## src/rtl/cla_adder_nbit.sv

```systemverilog
// Parameterised two-level carry-lookahead adder with a registered result.
// Bits are grouped in fours; a second lookahead level spans the groups.
module cla_adder_nbit #(
    parameter int unsigned WIDTH = 4
) (
    input  logic             clk,
    input  logic             rst,
    input  logic             in_valid,
    input  logic [WIDTH-1:0] a,
    input  logic [WIDTH-1:0] b,
    input  logic             cin,
    output logic [WIDTH-1:0] sum,
    output logic             cout,
    output logic             out_valid
);

    localparam int unsigned GROUP = 4;
    localparam int unsigned NGRP  = (WIDTH + GROUP - 1) / GROUP;
    localparam int unsigned PW    = NGRP * GROUP;
    localparam int unsigned LAW   = 8;

    // Carry into position n of a generate/propagate vector, flattened as a
    // sum of products (no rippling): OR over j<n of g[j]&p[j+1..n-1], plus c0&p[0..n-1].
    function automatic logic carry_la(input logic [LAW-1:0] gv,
                                      input logic [LAW-1:0] pv,
                                      input logic           c0,
                                      input int unsigned    n);
        logic c;
        logic t;
        c = 1'b0;
        for (int unsigned j = 0; j < LAW; j++) begin
            if (j < n) begin
                t = gv[j];
                for (int unsigned m = j + 1; m < LAW; m++) begin
                    if (m < n) t = t & pv[m];
                end
                c = c | t;
            end
        end
        t = c0;
        for (int unsigned m = 0; m < LAW; m++) begin
            if (m < n) t = t & pv[m];
        end
        return c | t;
    endfunction

    logic [PW-1:0]   g_pad;
    logic [PW-1:0]   p_pad;
    logic [NGRP-1:0] grp_g;
    logic [NGRP-1:0] grp_p;
    logic [NGRP:0]   grp_c;
    logic [PW:0]     c;
    logic [WIDTH-1:0] sum_c;
    logic            cout_c;

    // Bit g/p, group G/P, group carry-ins, then per-bit carries inside each group.
    always_comb begin
        g_pad = '0;
        p_pad = '0;
        grp_g = '0;
        grp_p = '0;
        grp_c = '0;
        c     = '0;

        g_pad[WIDTH-1:0] = a & b;
        p_pad[WIDTH-1:0] = a ^ b;

        for (int unsigned k = 0; k < NGRP; k++) begin
            grp_g[k] = carry_la(LAW'(g_pad[GROUP*k +: GROUP]),
                                LAW'(p_pad[GROUP*k +: GROUP]), 1'b0, GROUP);
            grp_p[k] = &p_pad[GROUP*k +: GROUP];
        end

        for (int unsigned k = 0; k <= NGRP; k++) begin
            grp_c[k] = carry_la(LAW'(grp_g), LAW'(grp_p), cin, k);
        end

        for (int unsigned k = 0; k < NGRP; k++) begin
            for (int unsigned i = 0; i < GROUP; i++) begin
                c[GROUP*k + i] = carry_la(LAW'(g_pad[GROUP*k +: GROUP]),
                                          LAW'(p_pad[GROUP*k +: GROUP]),
                                          grp_c[k], i);
            end
        end
        c[PW] = grp_c[NGRP];

        sum_c  = p_pad[WIDTH-1:0] ^ c[WIDTH-1:0];
        // Padding bits have g=p=0, so carries above WIDTH are always zero
        // and the OR reduces to the carry out of bit WIDTH-1.
        cout_c = |c[PW:WIDTH];
    end

    // Result register: reset wins, new result on in_valid, otherwise hold.
    always_ff @(posedge clk) begin
        if (rst) begin
            sum       <= '0;
            cout      <= 1'b0;
            out_valid <= 1'b0;
        end else begin
            out_valid <= in_valid;
            if (in_valid) begin
                sum  <= sum_c;
                cout <= cout_c;
            end
        end
    end

endmodule

```

## config.mk

```make
export PLATFORM = sky130hd
export DESIGN_NAME = cla_adder_nbit
export DESIGN_NICKNAME = d
export VERILOG_FILES = /design/src/rtl/cla_adder_nbit.sv
export SDC_FILE = /design/constraint.sdc
export NUM_CORES = 1
export LEC_CHECK = 0
export BUFFER_PORTS_ARGS = -buffer_cell sky130_fd_sc_hd__buf_2
export CAP_MARGIN = 20
export CORE_AREA = 2 2 39 41
export DETAILED_ROUTE_END_ITERATION = 6
export DIE_AREA = 0 0 41 43
export GPL_TIMING_DRIVEN = 1
export PLACE_DENSITY_LB_ADDON = 0.15
export SLEW_MARGIN = 15
export SYNTH_ARGS = -nofsm -noshare
export SYNTH_HDL_FRONTEND = slang
export SYNTH_SLANG_ARGS = --single-unit
```

## constraint.sdc

```tcl
create_clock -name clk -period 3.8 [get_ports clk]
set_input_delay 0 -clock clk [delete_from_list [all_inputs] [get_ports clk]]
set_output_delay 0 -clock clk [all_outputs]
set_load 0.01 [all_outputs]
```

Word level (Yosys, flattened, before mapping)

Cells that the tools add are included.

Register bits: 6
Logic and storage cells: 27

Bitwise gates (word level): 23
Reductions and logical operators: 1

Operators with widths:

| cell                | count |
|---|---|
| AND 1 bit           | 10 |
| bitwise OR 1 bit    | 10 |
| bitwise XOR 4 bit   | 2 |
| AND 4 bit           | 1 |
| AND reduction 4 bit | 1 |

Longest topological paths before layout

Gate-level depths: netlist of the first run.

Depth in word-level cells: 8
Gate-level depth with buffers: 5

Worst setup path after synthesis of the first run

Ideal clock, no wire load.

Kind: in2reg
From: in a[0]
To: reg sum[3]
Data arrival time: 1.219 ns
Data required time: 3.705 ns
Buffers on the path: 0
Path slack: 2.486 ns
Cell stages on the path: 5
Cells stage by stage: ha_1 -> ha_1 -> o211a_1 -> or4_1 -> o311ai_1

Cells in the longest elaborated chain, start to end: 7

RTL lines:

| element                        | line | source |
|---|---|---|
| from (decl)                    | 9    | `input logic [WIDTH-1:0] a,` |
| AND 4 bit                      | 65   | `g_pad[WIDTH-1:0] = a & b;` |
| AND 1 bit (2 in series)        | 35   | `if (m < n) t = t & pv[m];` |
| bitwise OR 1 bit (2 in series) | 37   | `c = c \| t;` |
| bitwise OR 1 bit (*)           | 44   | `return c \| t;` |
| bitwise XOR 4 bit (*)          | 87   | `sum_c = p_pad[WIDTH-1:0] ^ c[WIDTH-1:0];` |
| to (signal assigned)           | 102  | `sum <= sum_c;` |
| to (decl)                      | 12   | `output logic [WIDTH-1:0] sum,` |

Every way passes the cells marked *; elsewhere a longest branch is shown, timed or not.
A chain may end at the register's enable or synchronous reset.

Worst setup path after layout of the first run

Ends and elaborated chain as after synthesis.

==> summary.txt, run 1 <==
Placed design
  • Instance area at placement: about 480 sq um
  • GP Congestion: 0.740
  • Post-DP HPWL: 609 um
  • Place WS: ~2.3 ns
  • PortBufs: 17

Synthesis
  • Synth Flop Type: dfxtp_1
  • Yosys cell types: 24
  • Top cells by area, synth: dfxtp_1 (31%), ha_1 (16%), fa_1 (5.2%)
  • Post-synthesis cell area: about 380 sq um
  • Async S/R FF share, synth: 0
  • Mapped Nets: 57
  • Synth warn: 0
  • Post-synth top area cell: dfxtp_1
  • Seq/Total Area, Yosys: 0.315
  • Synth top area share: 0.315
  • Synth Instances: 39
  • Syn_area_per_cell: slightly below 10 sq um
  • Number of synthesized flops with an enable pin: 0
  • Seq cells post-synth: 6

Clocking
  • CTS tree: built
  • CTS Hold Buffers Added: 0
  • Root Buffer: clkbuf_4
  • Htree depth: 1
  • # resized after CTS: 0
  • Clock buffer depth: 2
  • TritonCTS Sinks: 6
  • Setup Fix Bufs, Post-CTS: 0
  • CTS buffer count: 3
  • Clock latency on the worst-skew pair: 0.24 ns
  • Clock transition at path regs: 0.05 ns

Setup path
  • Worst setup EP type: flip-flop
  • CP max FO: 2
  • CP required: 3.95 ns
  • Startpoint types: input port
  • Worst Path Arrival: 1.40 ns
  • Critical path class: in -> reg

Pwr
  • Clk network pwr share: 0.338
  • Comb pwr share: 0.253
  • Seq pwr share: 0.409
  • Maximum vdd drop: 125 uV
  • PD cells: 345 nW/um^2
  • Sw frac: 0.275
  • Leak pwr: 0.257 nW
  • Cell Int Power: around 0.13 mW
  • Switch Pwr: ~0.048 mW

STA
  • Final setup margin: approximately 2.6 ns
  • Final Hold Viols: 0
  • Clk_skew: 0 ns
  • Setup-failing EPs final: 0
  • Unrepaired setup endpoints after global routing: false
  • Minimum clock period: about 1.2 ns
  • Fmax: 800 MHz
  • Final Cycle Share: 0.329
  • Setup TNS: 0 ns
  • Worst Tran Pin Value: 0.270 ns
  • Final hold slack: ~0.025 ns
  • Max_slew headroom: 0.817
  • Max Transition Viols Final: 0

Worst hold path
  • HP Class: in -> reg

Floorplanning
  • Row Count: 14
  • Initial Util: 0.276
  • Core area: between 1000 and 1500 sq um
  • IO Pins: 18
  • Die Footprint: 1760 sq um
  • Die width: 41 um
  • Chip height: 43 um

Final layout
  • Proportion of layout cells with a drive suffix above 1: 0.345
  • Number of diodes: 0
  • End-of-flow core utilization: 0.364
  • Layout filler cell count: roughly 150
  • Final instance area: slightly above 500 sq um
  • FF+latch area: 120 sq um
  • Multi-input gate area: roughly 250 sq um
  • Area growth syn-to-layout: 32.1%
  • Layout Nets: 78

Routing
  • DR iter-0 viols: 4
  • Remaining antenna violation count: 0
  • DRC: 0
  • TritonRoute pass-1 iters: 2
  • Via count: about 360
  • Met3 WL: roughly 50 um
  • WL met2: 276 um
  • Vias/cell: 4.89
  • Top Metal Used: met4
  • Wl on met1: 403 um
  • Drt wl/cell: 10.1 um
  • Routed WL: 750 um

GRT
  • GRT Total Usage: 0.110
  • Global-route wire length before repair: 1240 um
  • Grt total ovfl: 0
  • Pin count of the biggest net entering global routing: 13
  • Initial antenna violation count: 0
  • Vias in the first global route: around 330

Run
  • Max-cap viol count: 0

Run status
  • Status: complete, no violations
-- logic make-up after synthesis --
logic type                 share of synthesized area
AOI/OAI and AO/OA                              0.223
and+or+nand+nor                                0.164
adders and majority gates                      0.216
DFF                                            0.315
buffers and inverters                         0.0328
xor gates and xnor gates                      0.0230
muxes                                         0.0262
-- synth_stat cells, types with 2 or more instances --
cell / n
a21o_1: 2
ha_1: 5
dfxtp_1: 6
inv_1: 2
nor3b_1: 2
o21ai_0: 2
nor2_1: 3
-- worst max-delay path, stage by stage --
cell and delay [ns]:
buf_2 0.12, ha_1 0.31, ha_1 0.20, o211a_1 0.23, or4_1 0.46, o311ai_1 0.08
-- path summary, 6_finish.rpt --
| kind | startpoint | end | slack (ns) | cells after the start |
|---|---|---|---|---|
| setup reg to reg | sum[3] | sum[3] | 3.11 | 2 |
| setup / recovery | a[0] | sum[3] | 2.55 | 6 |
| hold reg to reg | sum[1] | sum[1] | 0.48 | 2 |
| hold / removal | rst | out_valid | 0.02 | 2 |
-- cell type report --
class,count,share of cell area
inverter,2,0.0149
tap,16,0.0397
sequential,6,0.238
clock buffer,3,0.0447
multi-input combinational,30,0.494
timing repair buffer,17,0.169
-- flip-flops by register name, summed over array words and instances, names as in the netlist --
name	cells
cout	1
out_valid	1
sum	4
-- per-stage QoR --
stage          instances  power, mW
3_5_place_dp          71      0.117
2_1_floorplan         39     0.0992
3_3_place_gp          71      0.117
5_1_grt               74      0.188
6_report              74      0.174
4_1_cts               74      0.178
-- cell usage in the layout (no fill, tap or decap) --
cell / synthesis / final
nor3b_1: 2 / 2
a21o_1: 2 / 2
o211a_1: 1 / 1
fa_1: 1 / 1
a311oi_1: 1 / 1
nor2b_1: 1 / 1
nand2b_1: 1 / 1
or4_1: 1 / 1
inv_1: 2 / 2
o21ai_0: 2 / 2
mux2i_1: 1 / 1
o21a_1: 1 / 1
nand3_1: 1 / 1
a211oi_1: 1 / 1
o221ai_1: 1 / 1
nand2_1: 1 / 1
ha_1: 5 / 5
nor2_1: 3 / 3
xnor2_1: 1 / 1
buf_2: 1 / 17
dfxtp_1: 6 / 6
o311ai_0: 1 / 1
clkbuf_4: 0 / 3
nand3b_1: 1 / 1
o311ai_1: 1 / 1
-- power groups by stage --
stage                     clock network [mW]  registers (mW)  logic, mW
after floorplan                            0          0.0754     0.0238
after global placement                     0          0.0723     0.0448
after detailed placement                   0          0.0724     0.0446
after CTS                             0.0616          0.0712     0.0448
after global routing                  0.0651          0.0719     0.0507
final                                 0.0588          0.0711     0.0440
-- layer usage --
metal / vias up / track usage
li1: 189 / -
met1: 158 / 0.129
met2: 13 / 0.144
met3: 2 / 0.0314
met4: 0 / 0.120
met5: - / 0
(Power assumes the default switching activity.)
==> run 2, diff against run 1 <==
==> constraint.sdc (replaced) <==
create_clock -name clk -period 1.1 [get_ports clk]
set_input_delay 0 -clock clk [delete_from_list [all_inputs] [get_ports clk]]
set_output_delay 0 -clock clk [all_outputs]
set_load 0.01 [all_outputs]
==> run 2 against run 1 <==
Compared with the run above: global-route usage increased by 1.5 points; final cell count increased by 9.5%; power increased to 3.6 times the previous value; setup slack got worse by 2.5 ns; count of clock-buffer cells in the layout unchanged; die area unchanged; largest power group unchanged; highest routed layer unchanged.
==> summary.txt, run 2 (synthesized netlist as in run 1, its figures left out) <==
GRT
  • Grt total ovfl: 0
  • Initial antenna violation count: 0
  • Vias in the first global route: approximately 380
  • Global-route wire length before repair: 1450 um
  • GRT Total Usage: 0.125
  • Pin count of the biggest net entering global routing: 13

Setup path
  • Crit-path cells: buf_4, ha_4, ha_4, o211a_1, or4_1, o311ai_1
  • Critical path class: in -> reg
  • WP buf/inv: 1
  • CP dominant cell by count: ha_4
  • CP required: 1.25 ns
  • CP max stage cell: or4_1
  • CP max FO: 2
  • Worst Path Arrival: approximately 1.2 ns
  • Startpoint types: input port
  • Slowest Stage Delay on Critical Path: 0.40 ns
  • CP top delay family: adder cells
  • Worst setup EP type: flip-flop

STA
  • Final Hold Viols: 0
  • Minimum clock period: about 1.1 ns
  • Worst Tran Pin Value: around 0.25 ns
  • Clk_skew: 0 ns
  • Max_slew headroom: 0.833
  • Fmax: 923 MHz
  • Max Transition Viols Final: 0
  • Unrepaired setup endpoints after global routing: false
  • Final Cycle Share: 0.985
  • Setup-failing EPs final: 0

Routing
  • Vias/cell: roughly 4.8
  • Remaining antenna violation count: 0
  • TritonRoute pass-1 iters: 3
  • Drt wl/cell: 9.99 um
  • DR iter-0 viols: 1
  • Routed WL: 809 um
  • DRC: 0
  • Via count: 385

Floorplanning
  • Initial Util: 0.276
  • Row Count: 14
  • Core area: 1380 sq um
  • Chip height: 43 um
  • Die Footprint: 1760 sq um
  • Die width: 41 um
  • IO Pins: 18

Placed design
  • GP Congestion: ~0.7
  • Instance area at placement: 559 sq um
  • PortBufs: 17
  • Post-DP HPWL: 688 um
  • Placed cell count: slightly below 80

Final layout
  • Largest registers: sum (4), cout (1), out_valid (1)
  • Most frequent cells in the layout: buf_2 (16), buf_4 (8), dfxtp_1 (6)
  • Max reg flops: 4
  • Proportion of layout cells with a drive suffix above 1: 0.462
  • Area growth syn-to-layout: 56.4%
  • Top reg by flops: sum
  • Layout Nets: 85
  • Number of diodes: 0
  • Most frequent standard cell in the layout excluding fill and tap cells: buf_2
  • Layout filler cell count: around 150
  • Final Instance Count excl. Fillers: 81
  • Final instance area: 597 sq um

Clocking
  • Clock transition at path regs: 0.04 ns
  • CTS Hold Buffers Added: 0
  • Htree depth: 1
  • Root Buffer: clkbuf_4
  • Clock buffer depth: 2
  • Setup Fix Bufs, Post-CTS: 0
  • CTS buffer count: 3
  • Clock latency on the worst-skew pair: 0.24 ns
  • CTS tree: built
  • TritonCTS Sinks: 6

Run
  • Max-cap viol count: 0

Pwr
  • Switch Pwr: 0.168 mW
  • Seq pwr share: 0.389
  • Leak pwr: 0.292 nW
  • Sw frac: 0.265
  • Maximum vdd drop: 438 uV
  • Comb pwr share: 0.304
  • PD cells: 1060 nW/um^2
  • Clk network pwr share: 0.307
  • Cell Int Power: 0.465 mW

Run status
  • Status: complete, no violations

Worst hold path
  • HP Class: in -> reg
[run 2: layout make-up]
cell class | count | area, sq um | area share
Multi-Input combinational cell | 30 | 287 | 0.480
Clock buffer | 3 | 22.5 | 0.0377
Timing Repair Buffer | 24 | 140 | 0.235
Inverter | 2 | 7.51 | 0.0126
Tap cell | 16 | 20.0 | 0.0335
Sequential cell | 6 | 120 | 0.201
[run 2: power by group through the flow]
stage | Clock, mW | Sequential (mW) | Combinational [mW]
6_report | 0.194 | 0.246 | 0.193
5_1_grt | 0.223 | 0.248 | 0.219
4_1_cts | 0.207 | 0.246 | 0.190
3_5_place_dp | 0 | 0.250 | 0.188
3_3_place_gp | 0 | 0.250 | 0.188
2_1_floorplan | 0 | 0.260 | 0.0902
[run 2: worst paths after layout]
path,start,end,slack [ns],cells past startpoint
worst min-delay path,rst,sum[1],0.02,2
worst max register to register,sum[3],sum[3],0.41,2
worst max-delay path,a[0],sum[3],0.02,6
worst min register to register,sum[1],sum[1],0.48,2
[run 2: metal layers]
layer | vias to the layer above | GRT usage | wire (um)
met3 | 2 | 0.0314 | 63
met1 | 169 | 0.151 | 354
li1 | 201 | - | -
met4 | 0 | 0.120 | 20
met2 | 13 | 0.169 | 370
met5 | - | 0 | 0
[run 2: metrics by stage]
step	TNS (ns)	power (mW)	utilization	hold slack [ns]	worst slack, ns
CTS	0	0.643	0.420	0.0125	0.0215
detailed placement	-0.326	0.438	0.404	0.271	-0.286
floorplan	-0.109	0.351	-	0.0716	-0.109
global route	0	0.689	0.431	0.0422	0.00224
finish	0	0.633	0.431	0.0192	0.0167
global placement	-0.305	0.438	0.404	0.274	-0.268
[run 2: worst register-to-register path: cells and delay by family (launching register included)]
kind,cells,cell delay (ns)
flip-flops,1,0.32
buffers and inverters,1,0.04
AO/OA/AOI/OAI,1,0.24
[run 2: repair_timing]
item	CTS	global route
gates resized for setup	0	2
setup endpoints to repair	1	1
pin swaps	1	0
